===== config.mk =====
export PLATFORM = sky130hd
export DESIGN_NAME = trd_sched
export DESIGN_NICKNAME = d
export VERILOG_FILES = /design/src/rtl/trd_sched_pkg.sv /design/src/rtl/trd_sched_rr_arb8.sv /design/src/rtl/trd_sched.sv
export SDC_FILE = /design/constraint.sdc
export NUM_CORES = 1
export LEC_CHECK = 0
export BUFFER_PORTS_ARGS = -buffer_cell sky130_fd_sc_hd__buf_4
export CORE_ASPECT_RATIO = 1.1
export CORE_MARGIN = 3
export CORE_UTILIZATION = 40
export DETAILED_ROUTE_END_ITERATION = 12
export MAX_ROUTING_LAYER = met4
export PLACE_DENSITY = 0.57
export SLEW_MARGIN = 20
export SYNTH_ARGS = -nofsm -noshare
export SYNTH_HDL_FRONTEND = slang
export SYNTH_SLANG_ARGS = --single-unit

===== constraint.sdc =====
create_clock -name clk -period 26.9 [get_ports clk]
set_input_delay 1.345 -clock clk [delete_from_list [all_inputs] [get_ports clk]]
set_output_delay 1.345 -clock clk [all_outputs]
set_load 0.05 [all_outputs]

===== src/rtl/trd_sched_pkg.sv =====
// Shared constants and types for the barrel-pipeline thread scheduler.
package trd_sched_pkg;

    localparam int unsigned NUM_TRD  = 8;
    localparam logic [31:0] START_PC = 32'h0000_1000;
    localparam logic [31:0] HANDLER  = 32'h0000_0100;

    typedef logic [2:0] trd_id_t;

endpackage


===== src/rtl/trd_sched_rr_arb8.sv =====
// Combinational 8-way round-robin picker: searches last+1 .. last+8 (mod 8)
// for the first asserted request.
module rr_arb8
    import trd_sched_pkg::*;
(
    input  logic [7:0] req,
    input  logic [2:0] last,
    output logic       gnt_vld,
    output logic [2:0] gnt_id
);

    always_comb begin
        trd_id_t idx;
        idx     = '0;
        gnt_vld = 1'b0;
        gnt_id  = last;
        for (int unsigned k = 1; k <= 8; k++) begin
            // k = 8 truncates to 0, so the last candidate is 'last' itself
            idx = trd_id_t'(last + trd_id_t'(k));
            if (!gnt_vld && req[idx]) begin
                gnt_vld = 1'b1;
                gnt_id  = idx;
            end
        end
    end

endmodule


===== src/rtl/trd_sched.sv =====
// Per-thread PC file, cache-miss stall tracking and round-robin issue
// selection for the 8-thread barrel pipeline.
module trd_sched
    import trd_sched_pkg::*;
#(
    parameter int unsigned NUM_TRD  = trd_sched_pkg::NUM_TRD,
    parameter logic [31:0] START_PC = trd_sched_pkg::START_PC
) (
    input  logic        clk,
    input  logic        rst,
    input  logic [31:0] nxt_pc_0,
    input  logic [31:0] nxt_pc_1,
    input  logic [31:0] nxt_pc_2,
    input  logic [31:0] nxt_pc_3,
    input  logic [31:0] nxt_pc_4,
    input  logic [31:0] nxt_pc_5,
    input  logic [31:0] nxt_pc_6,
    input  logic [31:0] nxt_pc_7,
    input  logic [7:0]  pc_wr,
    input  logic [7:0]  trd_en,
    input  logic        i_miss,
    input  logic [2:0]  i_miss_trd,
    input  logic        d_miss,
    input  logic [2:0]  d_miss_trd,
    input  logic        fill_done,
    input  logic [2:0]  fill_trd,
    output logic        cur_vld,
    output logic [2:0]  cur_trd,
    output logic [31:0] cur_pc,
    output logic [7:0]  stall_mask
);

    logic [31:0] nxt_pc [NUM_TRD];
    logic [31:0] pc     [NUM_TRD];
    logic [7:0]  stall;
    logic [7:0]  miss_set;
    logic [7:0]  fill_clr;
    logic [7:0]  ready;
    trd_id_t     last;
    logic        gnt_vld;
    trd_id_t     gnt_id;
    logic [31:0] pick_pc;

    always_comb begin
        nxt_pc[0] = nxt_pc_0;
        nxt_pc[1] = nxt_pc_1;
        nxt_pc[2] = nxt_pc_2;
        nxt_pc[3] = nxt_pc_3;
        nxt_pc[4] = nxt_pc_4;
        nxt_pc[5] = nxt_pc_5;
        nxt_pc[6] = nxt_pc_6;
        nxt_pc[7] = nxt_pc_7;
    end

    always_comb begin
        miss_set = '0;
        fill_clr = '0;
        if (i_miss)    miss_set[i_miss_trd] = 1'b1;
        if (d_miss)    miss_set[d_miss_trd] = 1'b1;
        if (fill_done) fill_clr[fill_trd]   = 1'b1;
    end

    // A same-cycle fill is deliberately not allowed to unmask the thread.
    assign ready = trd_en & ~stall & ~miss_set;

    rr_arb8 u_arb (
        .req     (ready),
        .last    (last),
        .gnt_vld (gnt_vld),
        .gnt_id  (gnt_id)
    );

    // Bypass so the PC committed at this edge is the one issued.
    assign pick_pc = pc_wr[gnt_id] ? nxt_pc[gnt_id] : pc[gnt_id];

    always_ff @(posedge clk or posedge rst) begin
        if (rst) begin
            for (int unsigned i = 0; i < NUM_TRD; i++) begin
                pc[i] <= START_PC;
            end
        end else begin
            for (int unsigned i = 0; i < NUM_TRD; i++) begin
                if (pc_wr[i]) pc[i] <= nxt_pc[i];
            end
        end
    end

    always_ff @(posedge clk or posedge rst) begin
        if (rst) begin
            stall <= '0;
        end else begin
            stall <= (stall & ~fill_clr) | miss_set;
        end
    end

    always_ff @(posedge clk or posedge rst) begin
        if (rst) begin
            cur_vld <= 1'b0;
            cur_trd <= '0;
            cur_pc  <= START_PC;
            last    <= trd_id_t'(7);
        end else if (gnt_vld) begin
            cur_vld <= 1'b1;
            cur_trd <= gnt_id;
            cur_pc  <= pick_pc;
            last    <= gnt_id;
        end else begin
            cur_vld <= 1'b0;
        end
    end

    assign stall_mask = stall;

endmodule


==> results.md, run 1 <==
- Flops & latches, synth: slightly above 300
- Metal3 WL: 3.326 mm
- Share of layout cells above drive strength 1: between 30% and 40%
- Vias per cell: between 6 and 7
- Gr usage total: ~29%
- Final setup viols: 0
- Min-Delay Path Depth: 2
- Ys Warns: 0
- Nets: 2329
- Post-CTS resize count: 0
- CTS Buf Count: 36
- I/O pins: 330
- Distinct cells, synth: 72
- Seq/Total Area, Yosys: 41.43%
- Outcome: finished, final reports clean
- Buffers on Ports: about 330
- WS Path Type: flop to flop
- First-pass DRT Iterations: 7
- Row count: 81
- Gr ovfl total: 0
- Slew Limit Fails: 0
- Clock root cell: clkbuf_16
- Die Y: around 230 um
- Critical path endpoint category: flop
- Maximum clock rate: about 130 MHz
- Min-Delay Path Class: flop to flop
- Wirelength, routed: 68.77 mm
- Worst-Skew Late Latency: roughly 0.56 ns
- Area Overhead vs Synth: 20.93%
- FF-to-FF path depth: 13
- Data arrival time of the worst path: ~8 ns
- CTS tree: yes
- Initial Util: between 40% and 50%
- Slew margin rel.: 26.99%
- Post-synth EDFFs: 0
- Clock sinks: 303
- Top_reg_cell synth: dfrtp_1
- DR WL/cell: 25.97 um
- Synth Instances: roughly 1800
- Crit path max fanout: 163
- DRT iter0 DRCs: about 1100
- Largest net degree at the start of global routing: 164
- Core Footprint: about 45000 um2
- Postcts setup bufs: 0
- Fillers: 4217
- N_diodes: 0
- Mapped Nets: between 2000 and 2500
- Synth top area cells: dfrtp_1 (40%), mux2_2 (12%), mux2i_1 (5.6%), a211oi_1 (5.3%), nand2_1 (4.5%)
- Startpoint Class: flop
- Yosys top cell by area: dfrtp_1
- Multi-input gate area: 9697 um2
- Period utilisation layout: between 20% and 30%
- Worst slew pin tran: roughly 1.1 ns
- Die area: 48450 um2
- RSZ-0062 raised after global routing: false
- CP required: 27.36 ns
- Final Skew: slightly above 0.02 ns
- Synth Area per Inst: 9.971 um2
- Antenna violations before repair: 0
- Metal2 WL: between 30 and 40 mm
- Cell Area, Synth: between 15000 and 20000 um2
- Hold-fix buffers, CTS: 0
- Sum Neg Setup Slack: 0 ns
- DRT met1 WL: about 28 mm
- Vias in the first global route: between 15000 and 20000
- Residual DRC: 0
- Die Width: roughly 210 um
- CTS H-tree depth: 2
- Sequential cell area: 7597 um2
- Routed Antenna Nets: 0
- GP Congestion: 0.9229
- First-pass GRT wire length: 103.4 mm
- Vias: around 16000
- Top Metal Used: met4
- Max capacitance violation total: 0
- Tmin final: around 7.5 ns
- Final hold vios: 0
- Share of the synthesized area in the top cell type: 39.71%
- Clk slew on worst S/H paths: approximately 0.06 ns
- Final HPWL from detailed placement: 47.17 mm
- Synth async-reset ratio: between 90% and 100%
- Maximum clock path buffer count: 3
## logic make-up after synthesis
family | share of synthesized area [%]
DFF | 41.43
adders and majority gates | 0.1365
AOI/OAI and AO/OA | 21.07
xor gates and xnor gates | 0.2866
buffers and inverters | 5.943
and+or+nand+nor | 11.69
muxes | 19.44
## synthesized netlist by cell type (7+ instances only)
cell type  number
nand3_1        67
clkbuf_1      136
a311oi_1       31
mux4_2         17
buf_2          30
a2111oi_0       9
a211oi_1      129
nand2_1       218
o221a_2        25
nor3_1         10
a221oi_1       40
buf_1          10
o22ai_1        32
nand3b_1        7
mux2i_1       103
inv_1          75
a2111oi_2      30
o21ai_0        82
a31oi_1        31
nor4_1         35
a21oi_1        71
nor2_1         47
dfrtp_1       291
mux2_2        191
dfstp_2        12
## critical path, stage by stage (launching register included)
cell,delay (ns)
dfstp_2,0.81
inv_1,0.38
ha_1,0.82
inv_1,0.41
a2111oi_0,0.78
a211oi_2,0.16
nor3_2,0.39
nand3_2,0.55
o22ai_4,0.44
buf_12,0.65
mux2i_1,0.42
a221o_2,0.96
a2111oi_0,0.28
a211oi_1,0.28
## layout by cell type (no fill, tap or decap), types with 6 or more instances in the layout
master | synthesis | routed
a2111oi_0 | 9 | 9
a2111oi_2 | 30 | 30
a211oi_1 | 129 | 128
a21oi_1 | 71 | 71
a221oi_1 | 40 | 40
a311oi_1 | 31 | 31
a31oi_1 | 31 | 31
and4b_1 | 6 | 6
buf_4 | 6 | 350
clkbuf_1 | 136 | 8
clkbuf_16 | 0 | 38
clkbuf_8 | 0 | 10
clkinv_2 | 0 | 7
dfrtp_1 | 291 | 291
dfstp_2 | 12 | 12
inv_1 | 75 | 73
mux2_2 | 191 | 191
mux2i_1 | 103 | 103
mux4_2 | 17 | 17
nand2_1 | 218 | 217
nand3_1 | 67 | 67
nand3b_1 | 7 | 7
nor2_1 | 47 | 47
nor3_1 | 10 | 10
nor4_1 | 35 | 35
o21ai_0 | 82 | 82
o221a_2 | 25 | 25
o22ai_1 | 32 | 32
## routing by layer
| metal | vias up | track usage [%] |
|---|---|---|
| met5 | - | - |
| met4 | 0 | 13.15 |
| met3 | 141 | 3.574 |
| met2 | 587 | 46.84 |
| met1 | 8282 | 35.30 |
| li1 | 7355 | - |
## cell type report
type / instances / area share (%)
Tap cell: 581 / 3.278
Timing Repair Buffer: 351 / 11.94
Clock buffer: 56 / 5.045
Multi-Input combinational cell: 1270 / 43.73
Clock inverter: 8 / 0.3442
Sequential cell: 303 / 34.26
Inverter: 79 / 1.399
## sequential cells by signal, indices dropped and copies added, names as in the netlist
register / count
stall_mask: 8
cur_pc: 32
cur_trd: 3
last: 3
cur_vld: 1
pc: 256
## per-stage QoR
stage                     instance area, um2  cells  setup WS, ns  util [%]  hold slack, ns
after detailed placement               20980   2584         19.36     46.72          0.4779
after floorplan                        18340   1839         17.20         -          0.4606
after global routing                   22170   2648         18.81     49.39          0.5130
after CTS                              22170   2648         19.47     49.39          0.4902
after global placement                 20980   2584         19.43     46.72          0.4644
final                                  22170   2648         19.38     49.39          0.4864
## worst paths after layout
kind                                         from                       to  slack, ns
max                           last[1]$_DFFE_PP1P_   cur_pc[23]$_DFFE_PP0P_      19.38
min in group asynchronous                     rst      pc[125]$_DFFE_PP0P_       0.90
max in group asynchronous                     rst  stall_mask[6]$_DFF_PP0_      23.75
min                        cur_trd[1]$_DFFE_PP0P_   cur_trd[1]$_DFFE_PP0P_       0.49
min reg2reg                cur_trd[1]$_DFFE_PP0P_   cur_trd[1]$_DFFE_PP0P_       0.49
max reg2reg                   last[1]$_DFFE_PP1P_   cur_pc[23]$_DFFE_PP0P_      19.38
Power of run 1 is left out: the tool's default activity adds up to more than one toggle a clock period on the data nets, which glitch-free logic cannot reach.
==> run 2, diff against run 1 <==
clock period = 7.2 ns   (was 26.9 ns; I/O delays follow)
==> run 2 against run 1 <==
- clock skew up 0.0032 ns
- sequential share of layout area down 0.54 points
- first-iteration DRC count up 8.2%
- register-to-register slack worse by 19 ns
- non-clock buffer count up 22
- maximum frequency up 18%
- utilization up 0.79 points
- final area up 1.6%
- global-route usage up 0.77 points
- routed wire length up 3.2%
- count of clock-buffer cells in the layout up 2
- critical path type unchanged
==> results.md, run 2 (synthesized netlist as in run 1, its figures left out) <==
- First-pass GRT wire length: 106.1 mm (+2.6%)
- Tmin final: 6.361 ns (-1.163 ns)
- Final Skew: 0.02329 ns (+0.003155 ns)
- Maximum clock path buffer count: 3 (unchanged)
- Postcts setup bufs: 0 (unchanged)
- RR Startpoint: last[1]$_DFFE_PP1P_
- RSZ-0062 raised after global routing: false
- First-pass DRT Iterations: 5 (-2)
- Slew Limit Fails: 0 (unchanged)
- Gr usage total: 29.31% (+0.77 points)
- Share of layout cells above drive strength 1: 34.57% (+0.23 points)
- Clock root cell: clkbuf_16
- Outcome: finished, final reports clean
- CP Cell Sequence: inv_1, ha_1, inv_1, a2111oi_0, a211oi_2, nor3_2, nand3_2, o22ai_4, buf_12, a211oi_1, a311oi_1, nor4_1, a211oi_1
- R2r setup slk: 0.84 ns (-18.54 ns)
- Sequential cell area: 7597 um2 (unchanged)
- Startpoint Class: flop
- Met2 GRT Util: 48.05% (+1.2 points)
- Final setup viols: 0 (unchanged)
- Die Y: 230.6 um (unchanged)
- CTS H-tree depth: 2 (unchanged)
- Data arrival time of the worst path: 6.82 ns (-1.17 ns)
- Final HPWL from detailed placement: 48.07 mm (+1.9%)
- Largest net degree at the start of global routing: 142 (-13%)
- I/O pins: 330 (unchanged)
- Worst slew pin tran: 1.052 ns (-0.04285 ns)
- Hold-fix buffers, CTS: 10 (+10)
- Most frequent cells in the layout: buf_4 (356), dfrtp_1 (291), nand2_1 (217), mux2_2 (191), a211oi_1 (128)
- Antenna violations before repair: 1 (+1)
- Row count: 81 (unchanged)
- Slew margin rel.: 29.85% (+2.9 points)
- Min-Delay Path Depth: 3 (+1)
- Met3 GRT Util: 4.974% (+1.4 points)
- CP required: 7.66 ns (-19.70 ns)
- Residual DRC: 0 (unchanged)
- Min-Delay Path Class: primary input to flop
- Buffers on Ports: 329 (unchanged)
- WHS Endpoint: pc[93]$_DFFE_PP0P_
- Core Footprint: 44900 um2 (unchanged)
- Wirelength, routed: 70.95 mm (+3.2%)
- Crit path largest cell delay: 0.84 ns (-0.12 ns)
- Period utilisation layout: 88.34% (+60 points)
- Critical path endpoint category: flop
- Worst-Skew Late Latency: 0.57 ns (about the same)
- Commonest non-fill, non-tap cell in the layout: buf_4
- Global routing's busiest layer: met2
- GR met1 Demand/Resource: 35.19% (-0.11 points)
- Clk slew on worst S/H paths: 0.06 ns (about the same)
- Initial Util: 40.84% (unchanged)
- DRT iter0 DRCs: 1214 (+8.2%)
- Vias: 16590 (+1.4%)
- FF-to-FF path depth: 13 (unchanged)
- Post-CTS resize count: 0 (unchanged)
- CTS Buf Count: 38 (+5.6%)
- WS Path Type: flop to flop
- Fillers: 4158 (-1.4%)
- Routed Antenna Nets: 0 (unchanged)
- Clock sinks: 303 (unchanged)
- Nets: 2353 (+1.0%)
- Die Width: 210.1 um (unchanged)
- GP Congestion: 0.8979 (-2.7%)
- Sum Neg Setup Slack: 0 ns (unchanged)
- Multi-input gate area: 9712 um2 (+0.15%)
- CTS tree: yes
- Max FFs per register: 256 (unchanged)
- Worst hold start: nxt_pc_5[29]
- Crit-path slowest cell: dfstp_2
- Maximum clock rate: 157.2 MHz (+18%)
- Final hold vios: 0 (unchanged)
- Vias per cell: 6.199 (+0.31%)
- RR Endpoint: cur_pc[4]$_DFFE_PP0P_
- Biggest register: pc
- Gr ovfl total: 0 (unchanged)
- Max capacitance violation total: 0 (unchanged)
- Crit path max fanout: 141 (-13%)
- Vias in the first global route: 17060 (+3.8%)
- Die area: 48450 um2 (unchanged)
- Area Overhead vs Synth: 22.85%
- DR WL/cell: 26.51 um (+2.1%)
-- run 2: cell count changes in the layout (fill, tap and decap cells not counted), sizes merged, moves of 2 or more --
cell	change
dlygate4sd3	+10
clkinv	+2
buf	+12
clkbuf	+2
-- run 2: how the worst max path moves through the flow --
stage	cells after the start	slack [ns]	endpoint	from
after detailed placement	13	0.97	cur_pc[4]$_DFFE_PP0P_	last[1]$_DFFE_PP1P_
after global routing	14	0.49	cur_pc[3]$_DFFE_PP0P_	last[1]$_DFFE_PP1P_
after CTS	13	0.99	cur_pc[4]$_DFFE_PP0P_	last[1]$_DFFE_PP1P_
final	13	0.84	cur_pc[4]$_DFFE_PP0P_	last[1]$_DFFE_PP1P_
after floorplan	16	2.17	cur_pc[12]$_DFFE_PP1P_	last[0]$_DFFE_PP1P_
after global placement	13	1.09	cur_pc[24]$_DFFE_PP0P_	last[1]$_DFFE_PP1P_
-- run 2: final cells by class --
cell class / count / share of cell area, %
repair buffers: 373 / 12.93
diodes: 1 / 0.01111
well taps: 581 / 3.227
multi-input cells: 1270 / 43.11
inverters: 79 / 1.361
flip-flops and latches: 303 / 33.73
clock inverters: 11 / 0.5777
clock buffers: 58 / 5.054
-- run 2: metal layers --
metal,up-vias,part of all wire (%)
met1,8335,39
met4,0,5.4
met2,685,49
met5,-,0
met3,154,6.4
li1,7415,-
-- run 2: worst max-delay path, delay by kind of cell, from the launching register on --
family	cells	cell delay (ns)
flip-flops	1	0.84
adder cells (fa/ha/maj)	1	0.74
AO/OA/AOI/OAI	6	2.66
AND/OR/NAND/NOR	3	0.71
buffers and inverters	3	1.17
-- run 2: metrics by stage --
stage | hold slack [ns] | cell area (um2) | util, % | setup WS, ns | instances
global placement | 0.4681 | 21120 | 47.05 | 1.095 | 2594
floorplan | 0.4606 | 18340 | - | 2.166 | 1839
finish | 0.02190 | 22530 | 50.17 | 0.8392 | 2676
detailed placement | 0.4772 | 21150 | 47.11 | 0.9741 | 2596
CTS | 0.0005266 | 22520 | 50.15 | 0.9914 | 2675
global route | 0.006148 | 22530 | 50.17 | 0.4902 | 2676
Power of run 2 is left out for the same reason.
